`src/rtl/muldiv_seq.sv`:
```
// HI/LO sequencer for MIPS MULT/MULTU/DIV/DIVU/MTHI/MTLO.
// Owns HI/LO. Multiply commits after MUL_LAT edges. Divide uses 32 restoring steps plus one sign-fix edge.
module muldiv_seq #(
  parameter int MUL_LAT = 3
) (
  input  logic        clk,
  input  logic        reset,
  input  logic        req_valid,
  input  logic [2:0]  req_op,
  input  logic [31:0] src_a,
  input  logic [31:0] src_b,
  input  logic        flush,
  output logic        req_ready,
  output logic        busy,
  output logic        done,
  output logic [31:0] hi_out,
  output logic [31:0] lo_out
);

  typedef enum logic [1:0] {S_IDLE, S_MUL, S_DIV, S_FIX} state_t;

  localparam logic [2:0] OP_MULT  = 3'd1;
  localparam logic [2:0] OP_MULTU = 3'd2;
  localparam logic [2:0] OP_DIV   = 3'd3;
  localparam logic [2:0] OP_DIVU  = 3'd4;
  localparam logic [2:0] OP_MTHI  = 3'd5;
  localparam logic [2:0] OP_MTLO  = 3'd6;

  // The accept edge counts as the first of the MUL_LAT edges, so the MUL state holds for MUL_LAT-1 cycles.
  localparam logic [4:0] MUL_CNT0 = (MUL_LAT > 1) ? 5'(MUL_LAT - 2) : 5'd0;

  state_t      state;
  logic [4:0]  cnt;
  logic [31:0] op_a, op_b;
  logic        op_sgn;
  logic [31:0] a_raw, dvs, quo, rem;
  logic        q_neg, r_neg, div_zero;

  logic        accept, is_signed;
  logic [31:0] abs_a, abs_b;
  logic [31:0] mul_x, mul_y;
  logic        mul_s;
  logic [63:0] ext_x, ext_y, prod;
  logic [32:0] rem_sh;
  logic [33:0] diff;
  logic        unused_diff;

  assign req_ready = (state == S_IDLE);
  assign busy      = (state != S_IDLE);
  assign accept    = req_valid && req_ready && !flush;
  assign is_signed = (req_op == OP_MULT) || (req_op == OP_DIV);

  assign abs_a = (is_signed && src_a[31]) ? (~src_a + 32'd1) : src_a;
  assign abs_b = (is_signed && src_b[31]) ? (~src_b + 32'd1) : src_b;

  // With MUL_LAT=1 the product is committed straight from the request operands.
  assign mul_x = (state == S_IDLE) ? src_a : op_a;
  assign mul_y = (state == S_IDLE) ? src_b : op_b;
  assign mul_s = (state == S_IDLE) ? is_signed : op_sgn;
  assign ext_x = {{32{mul_s & mul_x[31]}}, mul_x};
  assign ext_y = {{32{mul_s & mul_y[31]}}, mul_y};
  assign prod  = ext_x * ext_y;

  // Restoring step: the borrow bit of the trial subtract decides the quotient bit.
  assign rem_sh      = {rem, quo[31]};
  assign diff        = {1'b0, rem_sh} - {2'b00, dvs};
  assign unused_diff = diff[32];

  always_ff @(posedge clk or posedge reset) begin
    if (reset) begin
      state    <= S_IDLE;
      cnt      <= '0;
      op_a     <= '0;
      op_b     <= '0;
      op_sgn   <= 1'b0;
      a_raw    <= '0;
      dvs      <= '0;
      quo      <= '0;
      rem      <= '0;
      q_neg    <= 1'b0;
      r_neg    <= 1'b0;
      div_zero <= 1'b0;
      done     <= 1'b0;
      hi_out   <= '0;
      lo_out   <= '0;
    end else begin
      // NOTE: non-blocking everywhere here, so every branch reads the pre-edge state and the default below is simply overridden.
      done <= 1'b0;
      case (state)
        S_IDLE: begin
          if (accept) begin
            case (req_op)
              OP_MULT, OP_MULTU: begin
                op_a   <= src_a;
                op_b   <= src_b;
                op_sgn <= is_signed;
                if (MUL_LAT == 1) begin
                  hi_out <= prod[63:32];
                  lo_out <= prod[31:0];
                  done   <= 1'b1;
                end else begin
                  cnt   <= MUL_CNT0;
                  state <= S_MUL;
                end
              end
              OP_DIV, OP_DIVU: begin
                a_raw    <= src_a;
                quo      <= abs_a;
                dvs      <= abs_b;
                rem      <= '0;
                q_neg    <= is_signed & (src_a[31] ^ src_b[31]);
                r_neg    <= is_signed & src_a[31];
                div_zero <= (src_b == 32'd0);
                cnt      <= 5'd31;
                state    <= S_DIV;
              end
              OP_MTHI: hi_out <= src_a;
              OP_MTLO: lo_out <= src_a;
              default: ;
            endcase
          end
        end
        S_MUL: begin
          if (flush) begin
            state <= S_IDLE;
          end else if (cnt == 5'd0) begin
            hi_out <= prod[63:32];
            lo_out <= prod[31:0];
            done   <= 1'b1;
            state  <= S_IDLE;
          end else begin
            cnt <= cnt - 5'd1;
          end
        end
        S_DIV: begin
          if (flush) begin
            state <= S_IDLE;
          end else begin
            rem <= diff[33] ? rem_sh[31:0] : diff[31:0];
            quo <= {quo[30:0], ~diff[33]};
            cnt <= cnt - 5'd1;
            if (cnt == 5'd0) state <= S_FIX;
          end
        end
        S_FIX: begin
          if (!flush) begin
            if (div_zero) begin
              hi_out <= a_raw;
              lo_out <= 32'hFFFF_FFFF;
            end else begin
              hi_out <= r_neg ? (~rem + 32'd1) : rem;
              lo_out <= q_neg ? (~quo + 32'd1) : quo;
            end
            done <= 1'b1;
          end
          state <= S_IDLE;
        end
        default: state <= S_IDLE;
      endcase
    end
  end

endmodule

```
`config.mk`:
```
export PLATFORM = sky130hd
export DESIGN_NAME = muldiv_seq
export DESIGN_NICKNAME = d
export VERILOG_FILES = /design/src/rtl/muldiv_seq.sv
export SDC_FILE = /design/constraint.sdc
export NUM_CORES = 2
export LEC_CHECK = 0
export CAP_MARGIN = 20
export CORE_UTILIZATION = 40
export CTS_BUF_LIST = sky130_fd_sc_hd__clkbuf_4 sky130_fd_sc_hd__clkbuf_8
export DETAILED_ROUTE_END_ITERATION = 16
export HOLD_SLACK_MARGIN = 0.1
export PLACE_DENSITY = 0.66
export SETUP_SLACK_MARGIN = 0.02
export SYNTH_ARGS = -nofsm -noshare
export SYNTH_HDL_FRONTEND = slang
export SYNTH_SLANG_ARGS = --single-unit
```
`constraint.sdc`:
```
create_clock -name clk -period 11.05 [get_ports clk]
set_clock_uncertainty 0.15 [all_clocks]
set_input_delay 2.21 -clock clk [delete_from_list [all_inputs] [get_ports clk]]
set_output_delay 2.21 -clock clk [all_outputs]
set_load 0.05 [all_outputs]
```
==> results.toml <==
[logic_synthesis]
ys_ff_latch = 268
synth_nets = 7549
syn_inst = 6098
synthDistinctLibCells = 72
synthArstFlopShare_pct = 100
synth_edf_count = 0
synth_area_um2 = 54300
ys_warn_count = 0
syn_area_per_cell_um2 = 8.90
seq_area_frac_synth_pct = 12.4
synthFlopType = "dfrtp_1"

[critical_path]
path_max_fanout = 13
cp_data_required_time_ns = 11.45
cp_slowest_cell = "fa_1"
cp.buffers_inverters = 9
path_class = "in -> reg"
cpPeakStageDelay_ns = 0.57
worstPathArrival_ns = 11.02
setup.worst_path.end_class = "flop"
critPathTopFamily = "adder cells"
worstSetupStartpointType = "primary input"
cp_common_cell = "fa_1"

[clocking]
cts_hold_buffers = 0
clock-sinks = 268
clkTransAtPathRegs_ns = 0.06
cts_resized = 0
cts_buffers = 48
cts_root_buf = "clkbuf_8"
cts_tree = "yes"
h-tree-depth = 2
cts_setup_buffers = 0
clockBufferDepth = 3
insertion_delay_ns = 0.62

[drt]
vias_per_cell = 5.39
wire_per_inst_um = 22.6
initialDrtViolationCount = 3901
wl_um = 184000
dr_total_vias = 43851
drc_errors = 0
drt-pass1-iter-count = 6
final_antenna_net_count = 0

[status]
status = "finished clean"

[die]
fp.dieH_um = 370
core_area_um2 = 134000
boundaryPins = 138
initial_core_util_pct = 40.5
die_w_um = 370
die-area_um2 = 137000
fp-row-count = 134

[final_layout]
drive_gt1_share_pct = 10.4
areaGrowthSynthToFinish_pct = 12.7
final_common_cell = "inv_1"
nNetsFinal = 7786
final_cell_mix = "inv_1 (1205), fa_1 (1126), nand2_1 (1034)"
stdcell_count = 8141
fin_area_um2 = 61200

[timing]
rsz0062_at_grt = "false"
final.setup.worst_slack_ns = 0.429
hold_viol_final = 0
finalSetupViolCount = 0
timing.hold.ws_ns = 0.330
fmax_mhz = 94.2
slew_violations = 0
max_slew.worst_pin.slew_ns = 1.14
slew_headroom_pct = 23.7
period_minus_slack_ns = 10.62
period_share_pct = 96.1

[global_routing]
grt_pass1_vias = 46098
antenna_found_initial = 7
overflow = 0
grt_use_total_pct = 27.3
grt_first_pass_wirelength_um = 283000
grt_max_degree = 145

[place]
dpl_cell_area_um2 = 60100
pre_cts_ws_ns = -0.284
place_inst = 8051
portBuffers = 137
gp_congestion = 0.953
dp_hpwl_um = 150000

[worst_hold_path]
hp-class = "reg -> reg"

[flow_run]
timing.max_cap.violations = 0
[cells in the mapped netlist (22+ instances only)]
| library cell | number | share of area [%] |
|---|---|---|
| a21oi_1 | 180 | 1.7 |
| inv_1 | 1206 | 8.3 |
| a31oi_1 | 22 | 0.25 |
| nor2b_1 | 22 | 0.25 |
| nor3_1 | 30 | 0.28 |
| o31ai_1 | 34 | 0.47 |
| or3_1 | 28 | 0.32 |
| xor2_1 | 93 | 1.5 |
| o21a_1 | 22 | 0.30 |
| xnor2_1 | 113 | 1.8 |
| clkbuf_1 | 311 | 2.2 |
| nand3_1 | 33 | 0.30 |
| a21o_1 | 55 | 0.76 |
| mux2_2 | 149 | 3.1 |
| nor2_1 | 420 | 2.9 |
| o21ai_0 | 279 | 2.6 |
| fa_1 | 1126 | 42 |
| nand2_1 | 1034 | 7.2 |
| and2_1 | 47 | 0.54 |
| dfrtp_1 | 268 | 12 |
| a221oi_1 | 33 | 0.53 |
| ha_1 | 254 | 5.9 |
| mux2i_1 | 74 | 1.4 |
[path summary, 6_finish.rpt]
path	startpoint	cells past startpoint	endpoint	slack, ns
max reg2reg	state[0]	32	hi_out[30]	0.72
max	req_op[0]	31	hi_out[30]	0.43
min reg2reg	dvs[23]	2	dvs[23]	0.33
min	dvs[23]	2	dvs[23]	0.33
max in group asynchronous	reset	3	div_zero	7.82
min in group asynchronous	reset	2	op_b[18]	1.84
[per-layer routing]
layer,vias up,part of all wire [%],global-route usage (%)
li1,19134,-,-
met4,10,3.4,8.05
met1,22489,41,36.9
met3,326,8.7,4.87
met5,-,0.031,0
met2,1892,47,44.5
[tightest hold or removal path, stage by stage, from the launching register on]
cell and delay, ns:
dfrtp_1 0.34, nand2_1 0.05, o21ai_0 0.06
[sequential cells by signal, indices dropped and copies added, names as in the netlist, 5 cells and up]
name,flops
a_raw,32
cnt,5
dvs,32
hi_out,32
lo_out,32
op_a,32
op_b,32
quo,32
rem,32
[cells by family (layout without fill, tap and decap cells)]
kind of cell,Yosys count,in the layout,synth area share (%)
AO/OA/AOI/OAI,763,763,8.69
XOR/XNOR,206,206,3.32
adder cells (fa/ha/maj),1380,1380,47.4
buffers and inverters,1538,1811,10.6
flip-flops,268,268,12.4
multiplexers,223,223,4.46
other,0,2,0
AND/OR/NAND/NOR,1720,1720,13.1
[metrics by stage]
stage          setup TNS, ns  util (%)
3_3_place_gp          -0.638      44.8
4_1_cts                    0      45.6
5_1_grt                    0      45.7
6_report                   0      45.7
2_1_floorplan              0         -
3_5_place_dp          -0.976      44.8
[cell type report]
cell class                      instances  area [um^2]
Fill cell                           12867        72800
Multi-Input combinational cell       4292        41900
Sequential cell                       268         6710
Timing Repair Buffer                  518         4750
Inverter                             1207         4540
Tap cell                             1768         2210
Clock buffer                           75          938
Clock inverter                         11         97.6
Antenna cell                            2         5.00
Power is not shown: default switching activity piles up to over one toggle a cycle in this logic, so the estimate is an artifact.
